`src/rtl/dfc_vc_receiver.sv`:
```
// Multi-channel delayed-flow-control link receiver: one shared vld/data link demultiplexed into
// per-channel FIFOs, each with its own registered flow control and srdy/drdy output.
module dfc_vc_receiver #(
  parameter int unsigned width     = 8,
  parameter int unsigned depth     = 8,
  parameter int unsigned channels  = 2,
  parameter int unsigned threshold = 2
) (
  input  logic                                              clk,
  input  logic                                              reset_n,
  input  logic                                              c_vld,
  input  logic [((channels > 1) ? $clog2(channels) : 1)-1:0] c_vc,
  input  logic [width-1:0]                                  c_data,
  output logic [channels-1:0]                               c_fc_n,
  output logic [channels-1:0]                               p_srdy,
  input  logic [channels-1:0]                               p_drdy,
  output logic [channels*width-1:0]                         p_data,
  output logic [channels-1:0]                               ovf
);

  localparam int unsigned VcW  = (channels > 1) ? $clog2(channels) : 1;
  localparam int unsigned PtrW = (depth > 1) ? $clog2(depth) : 1;
  localparam int unsigned CntW = $clog2(depth + 1);

  localparam logic [CntW-1:0] DepthCnt = CntW'(depth);
  localparam logic [CntW-1:0] ThrCnt   = CntW'(threshold);

  logic [width-1:0]                mem_q [channels][depth];
  logic [PtrW-1:0]                 rd_ptr_q [channels];
  logic [PtrW-1:0]                 rd_ptr_d [channels];
  logic [PtrW-1:0]                 wr_ptr_q [channels];
  logic [PtrW-1:0]                 wr_ptr_d [channels];
  logic [CntW-1:0]                 cnt_q [channels];
  logic [CntW-1:0]                 cnt_d [channels];
  logic [CntW-1:0]                 remain [channels];
  logic [channels-1:0][width-1:0]  head_q;
  logic [channels-1:0][width-1:0]  head_d;
  logic [channels-1:0]             srdy_q;
  logic [channels-1:0]             srdy_d;
  logic [channels-1:0]             fc_n_q;
  logic [channels-1:0]             fc_n_d;
  logic [channels-1:0]             ovf_q;
  logic [channels-1:0]             ovf_d;
  logic [channels-1:0]             hit;
  logic [channels-1:0]             full;
  logic [channels-1:0]             push;
  logic [channels-1:0]             pop;

  always_comb begin
    for (int i = 0; i < channels; i++) begin
      pop[i]  = srdy_q[i] & p_drdy[i];
      hit[i]  = c_vld && (c_vc == VcW'(i));
      full[i] = (cnt_q[i] == DepthCnt);
      // A full channel still accepts a beat when its head leaves on the same edge.
      push[i] = hit[i] && (!full[i] || pop[i]);
      ovf_d[i] = ovf_q[i] | (hit[i] & full[i] & ~pop[i]);

      cnt_d[i]    = cnt_q[i] + CntW'(push[i]) - CntW'(pop[i]);
      rd_ptr_d[i] = rd_ptr_q[i] + PtrW'(pop[i]);
      wr_ptr_d[i] = wr_ptr_q[i] + PtrW'(push[i]);
      remain[i]   = cnt_q[i] - CntW'(pop[i]);

      // Next head: the arriving beat if nothing else remains, otherwise the stored entry.
      head_d[i] = head_q[i];
      if (cnt_d[i] != '0) begin
        if (remain[i] == '0) begin
          head_d[i] = c_data;
        end else begin
          head_d[i] = mem_q[i][rd_ptr_d[i]];
        end
      end

      srdy_d[i] = (cnt_d[i] != '0);
      fc_n_d[i] = ((DepthCnt - cnt_d[i]) > ThrCnt);
    end
  end

  always_ff @(posedge clk or negedge reset_n) begin
    if (!reset_n) begin
      for (int i = 0; i < channels; i++) begin
        rd_ptr_q[i] <= '0;
        wr_ptr_q[i] <= '0;
        cnt_q[i]    <= '0;
      end
      head_q <= '0;
      srdy_q <= '0;
      fc_n_q <= '1;
      ovf_q  <= '0;
    end else begin
      for (int i = 0; i < channels; i++) begin
        rd_ptr_q[i] <= rd_ptr_d[i];
        wr_ptr_q[i] <= wr_ptr_d[i];
        cnt_q[i]    <= cnt_d[i];
      end
      head_q <= head_d;
      srdy_q <= srdy_d;
      fc_n_q <= fc_n_d;
      ovf_q  <= ovf_d;
    end
  end

  // Storage needs no reset: entries are only read once the count marks them valid.
  always_ff @(posedge clk) begin
    for (int i = 0; i < channels; i++) begin
      if (push[i]) begin
        mem_q[i][wr_ptr_q[i]] <= c_data;
      end
    end
  end

  assign c_fc_n = fc_n_q;
  assign p_srdy = srdy_q;
  assign p_data = head_q;
  assign ovf    = ovf_q;

endmodule

```
`config.mk`:
```
export PLATFORM = sky130hd
export DESIGN_NAME = dfc_vc_receiver
export DESIGN_NICKNAME = d
export VERILOG_FILES = /design/src/rtl/dfc_vc_receiver.sv
export SDC_FILE = /design/constraint.sdc
export NUM_CORES = 1
export LEC_CHECK = 0
export ABC_AREA = 1
export CAP_MARGIN = 20
export CORE_ASPECT_RATIO = 1.75
export CORE_UTILIZATION = 60
export CTS_BUF_LIST = sky130_fd_sc_hd__clkbuf_8
export DETAILED_ROUTE_END_ITERATION = 10
export GPL_TIMING_DRIVEN = 0
export PLACE_DENSITY = 0.77
export SYNTH_ARGS = -nofsm -noshare
export SYNTH_HDL_FRONTEND = slang
export SYNTH_SLANG_ARGS = --single-unit
```
`constraint.sdc`:
```
create_clock -name clk -period 8.2 [get_ports clk]
set_clock_uncertainty 0.15 [all_clocks]
set_input_delay 1.23 -clock clk [delete_from_list [all_inputs] [get_ports clk]]
set_output_delay 1.23 -clock clk [all_outputs]
set_load 0.01 [all_outputs]
```
==> results list <==
- The run finished with clean final reports.
- Sink Count: 170
- Starting density of the core: about three fifths
- After the first detailed-routing iteration, the DRC count stood at ~210.
- Wires add up to between 15 and 20 mm.
- Number of search-and-repair iterations in the first detailed-routing pass: 5
- CTS max path bufs: 2
- Final critical-path required period: ~3.7 ns
* Worst setup EP type: register
* Via count of the first global-routing pass: 5559
- For this run, asynchronously set or reset flops after synthesis account for between 20% and 30%.
* Type of the tightest min-delay check: register to register
* Number of nets in the final layout: around 910
- For the pin with the worst max-slew slack, the measured transition is 0.853 ns.
- In this run, synthesis inferred 128 flip-flops with an integrated enable.
* # hold bufs at CTS: 0
- Mapped Cells: 808
- Critical path class: input pin to register
* Max_slew headroom: between 40% and 50%
* Final weighted congestion in routability-driven placement: about 0.94
- The synthesized netlist occupies a cell area of around 8000 um^2.
- Power density cells: about 390 nW/um^2
- The die is between 80 and 90 um wide.
- Summing the areas of all xor and xnor instances in the mapped netlist gives under 10% of the synthesized area.
* Area grow syn2layout: 11.9%
* Standard-cell row count: between 50 and 60
- Leaving out filler cells and counting taps, the final layout contains about 1000.
- Along the worst path, the maximum fanout reaches 10.
- The netlist uses 28 different library cells.
* Data arrival time of the worst path: around 3.9 ns
* Yosys warning total: 0
- The later pin in the worst-skew pair is clocked with a latency of around 0.44 ns.
* Max Freq: about 270 MHz
* RSZ-0062 raised after global routing: no
- By instance count, the cell type seen most on the critical path is nand2_1.
* PnR worst setup slack: around 4.5 ns
- Antenna Cells: 0
- Walking the worst path, the cells encountered are clkdlybuf4s50_1 > nand2_1 > nand4_1 > nand2_1 > ha_1 > inv_1 > ha_1 > inv_1 > fa_1 > ha_1 > inv_1 > nor2_8 > nand3_4 > nand2_1 > nand2_1.
* Most crowded layer after global routing: met2
- GRT Resource Usage Total: 27.3%
* Global Route met1 Usage: between 20% and 30%
- Summed over all failing endpoints, the final setup total negative slack is 0 ns.
- During placement, the flow inserted port buffers numbering 35.
- The H-tree was split into 4 levels.
* Peak supply drop: ~340 uV
- Once placement completed, the tool counted placed cells totaling about 1000.
- For this run, the register share of the synthesized area comes to 61.6%.
- Buffers added to address setup during post-CTS repair amount to 0.
- Count of pins on the block boundary: 36
* Total of flip-flops plus latches after synthesis: 170
- Commonest cells after routing, fill and taps aside: 232 x nand2_1, 154 x inv_1, 135 x nand3_1
- Detailed placement finished with a half-perimeter wire length of 12.9 mm.
- The final number of max-transition violations is 0.
- The synthesized netlist devotes 1.07% of its cell area to compound gates.
* Final-report setup violation count: 0
- Measured along the y axis, the die boundary spans between 150 and 200 um.
- Of the available clock period, the critical path in the final layout requires between 40% and 50%.
* Vias: 5454
- Cells resized by post-CTS repair: 0
* Met3 Track Usage GR: roughly 4.5%
- For this run, global-route usage on met2 was measured as around half.
- After clock tree synthesis, the clock-pin slew on the worst setup and hold paths is about 0.08 ns.
- Data on the critical path is required at its endpoint by 8.38 ns.
- Maximum number of pins on one net before global-route repair: 34
- The number of antenna violations at the first check in global routing was 0.
- Final antenna-violating net count: 0
* Critical Path Slowest Stage Cell: fa_1
- In this run, CTS created clock tree buffers numbering 17.
- In the final layout, the share of cells above drive strength 1 is about 8.3%.
- Average via count per standard cell: between 5 and 6
* Fraction of the mapped netlist area in adder cells: between 4 and 5%
- Averaged over all synthesized cells, the footprint is around 9.8 um^2.
- Std-Cell Core Area: around 13000 um^2
- Maxcap violations: 0
- The first global-routing pass estimated approximately 27 mm of wire.
- In this run the static leakage power is between 4 and 5 nW.
- For this run, the slowest stage of the critical path takes roughly 0.54 ns.
- Leaving out fill and tap cells, the most frequent cell in the layout is nand2_1.
- Counting every net in the synthesized netlist gives about 850.
- The hold violation total from the final report is 0.
- Clock tree synthesis selected as its root buffer the cell clkbuf_8.
- Die footprint: between 10000 and 15000 um^2
* Worst Hold Margin: 0.338 ns
- After detailed routing, the number of remaining DRC violations is 0.
* Nature of the critical path startpoint: input pin
- Most used DFF post-synth: edfxtp_1
- Summing the areas of all and, or, nand and nor instances in the mapped netlist gives a little under a quarter of the synthesized area.
- Dividing the detail-routed wire length by the instance count gives 16.4 um.
- The portion of synthesized area spent on multiplexers is 0%.
- Summed over all layers, the global routing overflow is 0.
* Worst-case setup slack after placement: between 3 and 4 ns
* Main combinational cell family by area after synthesis: simple AND/OR/NAND/NOR gates
- Clock tree from TritonCTS: done
-- cell type report --
cell class | count | area [um^2]
fill | 1015 | 4040
clock inverter | 14 | 131
clock buffer | 17 | 234
multi-input combinational | 456 | 2340
inverter | 162 | 608
tap | 171 | 214
timing repair buffer | 36 | 365
buffer | 20 | 100
sequential | 170 | 4900
-- synth_stat cells (3+ instances only) --
library cell	count	area share, %
a21oi_1	3	0.19
buf_2	20	1.3
dfrtp_1	40	13
edfxtp_1	128	48
ha_1	27	4.2
inv_1	152	7.2
inv_2	9	0.42
nand2_1	232	11
nand2_2	4	0.31
nand3_1	135	8.5
nand4_1	3	0.24
nor2_1	24	1.1
o2111ai_1	4	0.44
xor2_1	3	0.33
-- stage by stage --
step                power, mW  util (%)  instance area (um^2)
floorplan                2.41         -                  7950
CTS                      3.51      68.8                  8890
global placement         2.88      65.8                  8510
detailed placement       2.96      65.9                  8530
finish                   3.50      68.8                  8890
global route             3.75      68.8                  8890
-- state kept, by name (all words and copies together) (netlist names) --
signal and cells:
c_fc_n 2, cnt_q 8, mem_q 128, ovf 2, p_data 16, p_srdy 2, rd_ptr_q 6, wr_ptr_q 6
-- worst max-delay path: cells and delay by family --
family	cells	cell delay, ns
simple gates	7	0.84
fa+ha+maj	4	1.19
buf+inv	4	0.68
-- final timing paths --
check	from	end	slack [ns]	cells past startpoint
max in group asynchronous	reset_n	c_fc_n[1]$_DFF_PN1_	6.88	2
worst min-delay path	ovf[0]$_DFF_PN0_	ovf[0]$_DFF_PN0_	0.34	1
worst max register to register	cnt_q[2]$_DFF_PN0_	p_data[13]$_DFFE_PN0P_	5.09	15
worst min register to register	ovf[0]$_DFF_PN0_	ovf[0]$_DFF_PN0_	0.34	1
worst max-delay path	p_drdy[1]	p_data[13]$_DFFE_PN0P_	4.45	15
min in group asynchronous	reset_n	cnt_q[7]$_DFF_PN0_	0.49	1
-- layer usage --
layer	routed length, um	vias up
li1	-	2691
met1	5860	2564
met2	9590	141
met3	562	58
met4	1170	0
met5	0	-
-- logic make-up (layout without fill, tap and decap cells) --
group / count (synthesis) / count (layout)
buffers and inverters: 182 / 249
and+or+nand+nor: 407 / 407
adders and majority gates: 29 / 29
DFF: 170 / 170
xor gates and xnor gates: 8 / 8
AOI/OAI and AO/OA: 12 / 12
-- power breakdown --
part | internal (mW) | total, mW | switching [mW]
clock | 0.265 | 0.551 | 0.286
combinational | 0.608 | 1.77 | 1.16
sequential | 1.10 | 1.18 | 0.0787
Power figures use the tool's default switching activity.
